File: src/rtl/sdram_port_arbiter.sv
// sdram_port_arbiter: round-robin CPU/DMA arbiter and sequencer for the SDRAM byte port.
module sdram_port_arbiter #(
  parameter int TIMEOUT_CYCLES = 4096,
  parameter int TCNT_W         = 13
) (
  input  logic        clock_100_mhz,
  input  logic        reset_n,
  input  logic        c0_req,
  input  logic        c0_we,
  input  logic [25:0] c0_address,
  input  logic [7:0]  c0_wdata,
  output logic [7:0]  c0_rdata,
  output logic        c0_ack,
  input  logic        c1_req,
  input  logic        c1_we,
  input  logic [25:0] c1_address,
  input  logic [7:0]  c1_wdata,
  output logic [7:0]  c1_rdata,
  output logic        c1_ack,
  output logic [25:0] m_address,
  output logic        m_we,
  output logic [7:0]  m_wdata,
  input  logic [7:0]  m_rdata,
  input  logic        m_ready,
  output logic [1:0]  grant,
  output logic        busy,
  output logic        timeout_err
);
  typedef enum logic [2:0] {
    IDLE, DUMMY_ISSUE, DUMMY_LOW, DUMMY_HIGH, ISSUE, W_LOW, W_HIGH, DONE
  } state_t;
  state_t      r_state, w_next;
  logic        r_rr_last, r_we;
  logic [25:0] r_addr, r_last_addr;
  logic [7:0]  r_wdata;
  logic [1:0]  r_grant;
  logic        w_any, w_pick1, w_abort;
  logic [25:0] w_sel_addr;
  assign w_any      = c0_req | c1_req;
  assign w_pick1    = c1_req & (~c0_req | ~r_rr_last);
  assign w_sel_addr = w_pick1 ? c1_address : c0_address;
`ifdef MEM_ARB_TIMEOUT_EN
  logic [TCNT_W-1:0] r_tcnt;
  logic              r_timeout_err;
  logic              w_wait, w_prog;
  assign w_wait  = r_state inside {DUMMY_LOW, DUMMY_HIGH, W_LOW, W_HIGH};
  assign w_prog  = (r_state inside {DUMMY_LOW, W_LOW}) ? ~m_ready : m_ready;
  assign w_abort = w_wait & ~w_prog & (r_tcnt == TCNT_W'(TIMEOUT_CYCLES - 1));
  always_ff @(posedge clock_100_mhz or negedge reset_n)
    if (!reset_n) begin
      r_tcnt        <= '0;
      r_timeout_err <= 1'b0;
    end else begin
      r_tcnt        <= (w_next != r_state) ? '0 : r_tcnt + 1'b1;
      r_timeout_err <= r_timeout_err | w_abort;
    end
  assign timeout_err = r_timeout_err;
`else
  assign w_abort     = 1'b0;
  assign timeout_err = 1'b0;
`endif
  always_ff @(posedge clock_100_mhz or negedge reset_n)
    if (!reset_n) r_state <= IDLE;
    else          r_state <= w_next;
  always_comb begin
    w_next = r_state;
    case (r_state)
      IDLE:        w_next = !w_any ? IDLE : (w_sel_addr == r_last_addr) ? DUMMY_ISSUE : ISSUE;
      DUMMY_ISSUE: w_next = DUMMY_LOW;
      DUMMY_LOW:   w_next = !m_ready ? DUMMY_HIGH : w_abort ? DONE : DUMMY_LOW;
      DUMMY_HIGH:  w_next = m_ready ? ISSUE : w_abort ? DONE : DUMMY_HIGH;
      ISSUE:       w_next = W_LOW;
      W_LOW:       w_next = !m_ready ? W_HIGH : w_abort ? DONE : W_LOW;
      W_HIGH:      w_next = (m_ready | w_abort) ? DONE : W_HIGH;
      default:     w_next = IDLE;
    endcase
  end
  always_ff @(posedge clock_100_mhz or negedge reset_n)
    if (!reset_n) begin
      r_rr_last   <= 1'b1;
      r_we        <= 1'b0;
      r_addr      <= '0;
      r_last_addr <= '0;
      r_wdata     <= '0;
      r_grant     <= '0;
      m_address   <= '0;
      m_we        <= 1'b0;
      m_wdata     <= '0;
      c0_rdata    <= '0;
      c1_rdata    <= '0;
    end else begin
      case (r_state)
        IDLE: if (w_any) begin
          r_grant   <= {w_pick1, ~w_pick1};
          r_rr_last <= w_pick1;
          r_we      <= w_pick1 ? c1_we : c0_we;
          r_addr    <= w_sel_addr;
          r_wdata   <= w_pick1 ? c1_wdata : c0_wdata;
        end
        DUMMY_ISSUE: begin
          m_address <= {r_addr[25:1], ~r_addr[0]};
          m_we      <= 1'b0;
        end
        ISSUE: begin
          m_address   <= r_addr;
          m_we        <= r_we;
          m_wdata     <= r_wdata;
          r_last_addr <= r_addr;
        end
        W_HIGH: if (m_ready && !r_we) begin
          if (r_grant[0]) c0_rdata <= m_rdata;
          else            c1_rdata <= m_rdata;
        end
        DONE: begin
          r_grant <= '0;
          m_we    <= 1'b0;
        end
        default: ;
      endcase
      if (w_abort) begin
        r_last_addr <= ~r_addr;
        if (r_grant[0]) c0_rdata <= 8'hFF;
        else            c1_rdata <= 8'hFF;
      end
    end
  assign grant  = r_grant;
  assign busy   = r_state != IDLE;
  assign c0_ack = (r_state == DONE) & r_grant[0];
  assign c1_ack = (r_state == DONE) & r_grant[1];
endmodule

File: config.mk
export PLATFORM = sky130hd
export DESIGN_NAME = sdram_port_arbiter
export DESIGN_NICKNAME = d
export VERILOG_FILES = /design/src/rtl/sdram_port_arbiter.sv
export SDC_FILE = /design/constraint.sdc
export NUM_CORES = 1
export LEC_CHECK = 0
export CELL_PAD_IN_SITES_DETAIL_PLACEMENT = 0
export CELL_PAD_IN_SITES_GLOBAL_PLACEMENT = 2
export CORE_UTILIZATION = 33
export CTS_BUF_LIST = sky130_fd_sc_hd__clkbuf_16
export DETAILED_ROUTE_END_ITERATION = 10
export GPL_TIMING_DRIVEN = 1
export PLACE_DENSITY_LB_ADDON = 0.1
export REMOVE_ABC_BUFFERS = 1
export SLEW_MARGIN = 40
export SYNTH_ARGS = -nofsm -noshare
export SYNTH_HDL_FRONTEND = slang
export SYNTH_SLANG_ARGS = --single-unit
File: constraint.sdc
create_clock -name clock_100_mhz -period 4.7 [get_ports clock_100_mhz]
set_clock_uncertainty 0.15 [all_clocks]
set_input_delay 0.47 -clock clock_100_mhz [delete_from_list [all_inputs] [get_ports clock_100_mhz]]
set_output_delay 0.47 -clock clock_100_mhz [all_outputs]
set_load 0.02 [all_outputs]
==> summary by stage, run 1 <==
Setup path
STA classifies the critical path endpoint as a register. The element type at the critical path start is an input port. The number of stages on the worst setup path is 8. The endpoint identified for the worst register-to-register timing path is r_state[2]. The critical path launch point is c1_req.

In this design, the largest share of critical-path delay is due to compound AO/OA/AOI/OAI gates. The data arrival time of the critical path is 3.20 ns. The slowest stage cell on the critical path is clkdlybuf4s50_1. The startpoint of the worst register-to-register path is r_rr_last. The critical path goes through clkdlybuf4s50_1, a21boi_4, buf_8, mux2i_1, xor2_1, o2111ai_1, or4b_4, a2bb2oi_1. The number of buffer and inverter stages on the critical path is 2.

The depth of the most critical reg-to-reg path is 6. Of all nets on the critical path, the largest fanout is 18. The worst setup path is of the input port to register kind.

The peak per-stage delay on the critical path is 0.57 ns. The reg2reg setup slack is 1.89 ns. STA puts the critical path data required time at 4.81 ns. The critical path ends at r_state[2].

Synthesis
The sequential cell area fraction in the yosys report is 53.21%. Synthesis produced a netlist whose cell count is 519. By area the synthesized netlist is led by dfrtp_1 53%, mux2_2 12%, nand2_1 5.3%. Yosys mapped the design onto 50 distinct sky130hd cell types. The cell area after technology mapping is 5552 µm².

The most used flip-flop cell after synthesis is dfrtp_1. Counting flops with an async set or reset pin after synthesis yields a share of 100.0%. By count the netlist is led by 117 x dfrtp_1, 79 x nand2_1, 58 x mux2_2, 42 x nor2_1, 36 x a31oi_1.

The share of Yosys cell area claimed by the top area cell type is 52.74%. The largest area contributor in the netlist is dfrtp_1. The number of synthesis warnings is 0. After synthesis the netlist holds a flip-flop and latch count of 118.

Dividing the synthesized area by the synthesized cell count gives 10.70 µm². In this run, synthesis inferred 0 flip-flops with an integrated enable. By instance count, the leading cell after synthesis is dfrtp_1.

Finish
The sequential standard cell area is 2954 µm². Relative to the synthesized area, the layout overhead comes to 42.01%. Fill cells in the final layout number 1532. The number of cells in the finished layout apart from fillers is 893. After the last flow step, the layout net total stands at 743. The repair_antennas step left the layout with diodes totalling 0. In the final layout, the multi-input gates occupy 2434 µm². The share of layout cells above drive strength 1 is 16.49%.

Detailed routing
The average via count per standard cell is 4.917. The detail-routed net length per standard cell is 17.04 µm. After detailed routing, the number of remaining DRC violations is 0. The routed layout has 4391 vias. The number of optimization iterations in the first detailed-route pass is 5. The detailed router finished its first iteration with 175 violations.

The count of nets left with antenna violations once routing finished came out at 0. After detailed routing, the total wire length is 15220 µm.

GRT
The overall overflow remaining after global route is 0. The initial antenna violation count is 0. The via count of the first global-routing pass was 4470. The first-pass GRT wire length is 24560 µm.

Global routing consumed, over all layers together, 18.54% of the routing resources. The largest net degree at the start of global routing is 49.

STA
Timing would allow up to 324.0 MHz. Dividing the final minimum period by the clock period gives 65.67%. The minimum period implied by the final worst setup slack is 3.086 ns. The slew of the pin with the lowest slew margin is 0.6957 ns. The number of hold violations in the final report was 0. In the final timing run, aggregate negative setup slack is 0 ns. The number of setup violations in the final report is 0. The normalized max-slew margin is 53.62%. The max-slew violation total from the final report came to 0.

Setup repair after global routing left no endpoint under its margin.

Clocking
At the later pin of the worst-skew pair, clock insertion delay measures 0.42 ns. The number of clock buffers added by TritonCTS is 17. In this run the post-CTS setup repair buffer count came out at 0.

The CTS tree is yes. Gates resized during post-CTS repair numbered 0. Counting along the longest clock path gives a buffer depth of 2. The CTS H-tree depth is 4. The number of clock sinks is 118. After clock tree synthesis, the clock-pin slew on the worst setup and hold paths is 0.05 ns. The buffer cell driving the clock tree root is clkbuf_16.

Power and ir drop
The cell area power density is 718.8 nW/µm². For this design the static power due to leakage is 3.173 nW. The maximum ir drop on the vdd rail is 290.8 µV.

Floorplan
From left edge to right edge, the die measures 131.7 µm. In this run the standard cell core region covers 16520 µm². Pin placement for this block handled 140 I/O pins. The die outline height is 131.7 µm. In this run the core area contains 47 standard-cell rows. The floorplan step defined a die boundary enclosing 17350 µm².

The initial utilization of the core area, before any placement, comes to 33.60%.

Outcome
The run finished with clean final reports.

Flow run
Across the run, the number of max-cap violations was 0.

Placed design
The count of input and output buffers is 138. The post-placement cell count is 860. Once detailed placement completed, the half-perimeter wirelength came to 11050 µm. Routability-driven placement finished with a final weighted congestion of 0.7635.

Min path
The type of the tightest min-delay check is register to register.
## worst min-delay path by stage
| stage | start | slack, ns | depth (start not counted) | endpoint |
|---|---|---|---|---|
| final | c0_rdata[3] | 0.33 | 1 | c0_rdata[3] |
| after detailed placement | c0_rdata[3] | 0.32 | 1 | c0_rdata[3] |
| after global placement | c0_rdata[3] | 0.32 | 1 | c0_rdata[3] |
| after global routing | c0_rdata[3] | 0.35 | 1 | c0_rdata[3] |
| after CTS | c0_rdata[3] | 0.34 | 1 | c0_rdata[3] |
| after floorplan | reset_n | 0.02 | 0 | c0_rdata[0] |
## worst reg2reg max path, delay by kind of cell (launching register included)
kind | cells | cell delay, ns
compound gates | 2 | 0.78
simple gates | 4 | 1.15
flops | 1 | 0.58
## cell families after synthesis
family / synth area share (%)
other: 0.06755
and+or+nand+nor: 14.56
xor gates and xnor gates: 3.313
DFF: 53.21
adders and majority gates: 0.1803
buffers and inverters: 3.809
AOI/OAI and AO/OA: 10.75
muxes: 14.11
## final cells by class
cell class,count,share of cell area (%)
well taps,220,3.492
repair buffers,150,19.46
multi-input cells,353,30.87
inverters,20,0.9522
flip-flops and latches,118,37.47
clock buffers,17,5.396
clock inverters,15,2.365
## stage by stage
stage | instance area (µm²) | utilization (%) | worst slack, ns | hold WS [ns] | power [mW]
4_1_cts | 7884 | 47.71 | 1.612 | 0.3359 | 5.738
2_1_floorplan | 5415 | - | 1.154 | 0.02441 | 3.277
3_5_place_dp | 7262 | 43.95 | 1.183 | 0.3240 | 4.369
3_3_place_gp | 7141 | 43.21 | 1.157 | 0.3199 | 4.201
6_report | 7884 | 47.71 | 1.614 | 0.3342 | 5.667
5_1_grt | 7884 | 47.71 | 1.469 | 0.3520 | 6.026
## placed cells by master, fill, tap and decap left out, types with 13 or more instances in the layout
cell,netlist,final
nor2_1,42,40
clkdlybuf4s50_1,0,137
o21ai_0,16,16
inv_1,18,18
mux2_2,58,58
nand2_1,79,79
a31oi_1,36,36
clkbuf_16,0,17
nor3b_1,16,16
xor2_1,13,13
dfrtp_1,117,117
## state kept, by name, indices dropped and copies added (netlist names)
signal,cells
r_wdata,8
c1_rdata,8
m_we,1
r_rr_last,1
m_address,26
r_state,3
r_we,1
r_last_addr,26
r_addr,26
m_wdata,8
c0_rdata,8
grant,2
## report_power, final
part | leakage [nW] | switching [mW] | internal [mW] | total, mW
clock | 0.283 | 0.474 | 0.877 | 1.35
sequential | 1.38 | 0.399 | 1.54 | 1.93
combinational | 1.51 | 1.15 | 1.23 | 2.38
## per-layer routing
layer  vias to the layer above  routed length, µm  GRT usage (%)
met2                       124               7293          29.34
li1                       2114                  -              -
met5                         -                  0              0
met1                      2138               6941          24.46
met4                         0                227          7.235
met3                        15                756          4.514
## repair_timing
| action | 4_1_cts | 5_1_grt |
|---|---|---|
| hold endpoints to repair | 46 | 0 |
| hold buffers | 1 | 0 |
| setup endpoints to repair | 0 | 0 |
Power figures use the tool's default switching activity.
==> run 2, diff against run 1 <==
--- a/config.mk
+++ b/config.mk
@@ -7,7 +7,7 @@
 export LEC_CHECK = 0
 export CELL_PAD_IN_SITES_DETAIL_PLACEMENT = 0
 export CELL_PAD_IN_SITES_GLOBAL_PLACEMENT = 2
-export CORE_UTILIZATION = 33
+export CORE_UTILIZATION = 28
 export CTS_BUF_LIST = sky130_fd_sc_hd__clkbuf_16
 export DETAILED_ROUTE_END_ITERATION = 10
 export GPL_TIMING_DRIVEN = 1
==> constraint.sdc (replaced) <==
create_clock -name clock_100_mhz -period 2.6 [get_ports clock_100_mhz]
set_clock_uncertainty 0.15 [all_clocks]
set_input_delay 0.26 -clock clock_100_mhz [delete_from_list [all_inputs] [get_ports clock_100_mhz]]
set_output_delay 0.26 -clock clock_100_mhz [all_outputs]
set_load 0.02 [all_outputs]
==> run 2 against run 1 <==
Net effect:
- sequential share of layout area fell by 1.2 points
- total power rose by 87%
- via count rose by 1.7%
- final cell count rose by 6.9%
- global-route usage fell by 1.8 points
- die area rose by 18%
- setup slack got worse by 1.5 ns
- sequential power rose by 79%
- register-to-register slack got worse by 1.7 ns
- non-clock buffer count rose by 17
- core utilization fell by 5.8 points
- critical path type is now register to output port
- critical endpoint is now busy
- highest routed layer unchanged
==> summary by stage, run 2 (synthesized netlist as in run 1, its figures left out) <==
Placed design
The global placer's final weighted congestion is 0.8090 (+6.0%). The post-placement cell count came to 917 (+6.6%). The post-placement setup slack is -0.2516 ns (-1.434 ns). The HPWL after detailed placement came to 11550 µm (+4.5%). The count of input and output buffers is 138 (unchanged).

STA
Based on the critical path, the design can be clocked at up to 396.6 MHz. After layout, the worst path uses 96.97% of the clock period. The normalized max-slew margin was 62.61% (+9.0 points). The slew of the pin with the lowest slew margin is 0.5566 ns (-0.1392 ns).

The least setup slack across all paths after layout is 0.07868 ns (-1.535 ns). The minimum period implied by the final worst setup slack is 2.521 ns. The max-slew violation total from the final report is 0 (unchanged).

The setup total negative slack came to 0 ns (unchanged). The number of hold violations in the final report is 0 (unchanged). The number of setup violations in the final report is 0 (unchanged).

Outcome
The flow ran to the end, and the final reports show no timing, DRC or antenna violations.

GRT
The initial antenna violation count is 0 (unchanged). The met3 capacity usage during global routing is 3.555% (-0.96 points). The routing usage on met2 is 27.40% (-1.9 points).

The largest net degree at the start of global routing is 66 (+35%). met2 is the most crowded layer. The met1 track demand over resource is 21.87% (-2.6 points). The first-pass GRT wire length was 25500 µm (+3.8%). The total routing usage reported by global routing is 16.72% (-1.8 points). The overall overflow remaining after global route is 0 (unchanged). The via count of the first global-routing pass came to 4624 (+3.4%).

Setup path
The startpoint of the worst register-to-register path is r_rr_last. Traced cell by cell, the critical path runs through nor3_1, inv_2, clkdlybuf4s50_1. The data arrival time of the critical path is 2.11 ns (-1.09 ns). STA classifies the critical path startpoint as a register. The highest fanout seen on the critical path is 10 (-8). The required arrival time at the worst endpoint is 2.19 ns (-2.62 ns). The slowest stage cell on the critical path is clkdlybuf4s50_1. The peak per-stage delay on the critical path is 0.56 ns (about the same). The critical path class is register to output port.

STA classifies the critical path endpoint as an output port. The critical path launch point is r_state[2]. The number of buffer and inverter stages on the critical path is 2 (unchanged). Broken down by cell family, the worst path's largest delay share belongs to buffers and inverters.

Clocking
The register clock-pin slew on the reported worst setup and hold paths is 0.06 ns (about the same). The CTS H-tree depth is 4 (unchanged). The number of clock sinks is 118 (unchanged).

TritonCTS built the clock tree. The buffer cell driving the clock tree root is clkbuf_16. The insertion delay to the later sink of the worst-skew pair is 0.42 ns (about the same). The buffer levels on the longest clock path is 2 (unchanged).

The number of buffers created by CTS is 17 (unchanged).

Power and ir drop
The leakage power total is 3.291 nW (+3.7%). The maximum ir drop on the vdd rail is 453.3 µV (+56%). The cell area power density is 1298 nW/µm² (+81%).

The final total power is 10.58 mW (+87%).

Detailed routing
The final wirelength is 16090 µm (+5.7%). The post-route DRC violation count is 0 (unchanged). The violation count after the first detailed-routing iteration is 128 (-27%).

The antenna violation net count after detailed routing is 0 (unchanged). The average via count per standard cell is 4.677 (-4.9%). The vias after detailed routing came to 4467 (+1.7%). The number of optimization iterations in the first detailed-route pass is 4 (-1).

The detail-routed net length per standard cell came to 16.85 µm (-1.1%).

Floorplan
The number of placed I/O pins came to 140 (unchanged). The die outline width is 142.8 µm (+8.4%). The standard-cell row count is 51 (+8.5%). The area of the die is 20390 µm² (+18%). The die outline height is 142.8 µm (+8.4%).

The initial standard-cell utilization of the core is 28.52% (-5.1 points). The placeable core region came to 19460 µm² (+18%).

Finish
The synthesis-to-finish area growth is 46.81%. Leaving out fill and tap cells, the most frequent cells in the layout are 137 x clkdlybuf4s50_1, 117 x dfrtp_1, 79 x nand2_1, 58 x mux2_2, 40 x nor2_1. The share of layout cells above drive strength 1 is 19.86% (+3.4 points).

The diode insertion count for antenna repair is 0 (unchanged). The core utilization of the finished layout is 41.88% (-5.8 points). In the final layout, the registers with the most flip-flops are m_address (26), r_addr (26), r_last_addr (26). The leading cell type in the layout, fill and taps excluded is clkdlybuf4s50_1. The number of cells in the finished layout apart from fillers was 955 (+6.9%). The count of nets after finishing was 760 (+2.3%).

Min path
The type of the tightest min-delay check is input port to asynchronous set/reset pin.

Flow run
The count of max-cap constraint violations came to 0 (unchanged).
-- run 2: cell types whose count changed in the layout (fill, tap and decap cells not counted), moves of 3 or more --
cell,change
buf_12,+5
buf_8,-3
nor4_2,+3
inv_6,+3
buf_4,+16
nor4_1,-3
clkinv_1,-5
-- run 2: metrics by stage --
step	hold slack, ns	area (µm²)
floorplan	-0.1856	5415
global placement	0.1446	7387
detailed placement	0.1420	7391
CTS	0.2336	8075
global route	0.2527	8150
finish	0.2231	8150
-- run 2: where the power goes --
| part | internal, mW | switching [mW] | total, mW | leakage (nW) |
|---|---|---|---|---|
| sequential | 2.78 | 0.681 | 3.46 | 1.38 |
| combinational | 2.26 | 2.15 | 4.41 | 1.59 |
| clock | 1.80 | 0.910 | 2.72 | 0.324 |
| total | 6.84 | 3.74 | 10.6 | 3.29 |
-- run 2: layer usage --
metal,routed length [µm],up-vias
met2,7567,123
met5,0,-
met1,7671,2186
met3,674,17
met4,175,0
li1,-,2141
-- run 2: final cells by class --
type	count	area [µm²]
clock buffers	17	425.4
fillers	1886	11310
inverters	20	75.07
flip-flops and latches	118	2954
repair buffers	167	1665
well taps	265	331.6
clock inverters	15	249.0
multi-input cells	353	2450
-- run 2: worst paths after layout --
check / end / slack [ns] / depth (start not counted)
max: busy / 0.08 / 3
min: r_addr[0] / 0.22 / 2
max reg2reg: r_state[2] / 0.15 / 7
min reg2reg: c0_rdata[2] / 0.33 / 1
max in group asynchronous: c1_rdata[4] / 1.39 / 3
min in group clock_100_mhz: r_wdata[4] / 0.25 / 3
-- run 2: timing repair --
item | 4_1_cts | 5_1_grt
buffers inserted | 0 | 5
resized for setup | 0 | 6
endpoints found under the setup margin | 0 | 2
hold buffers | 1 | 0
endpoints found under the hold margin | 35 | 0
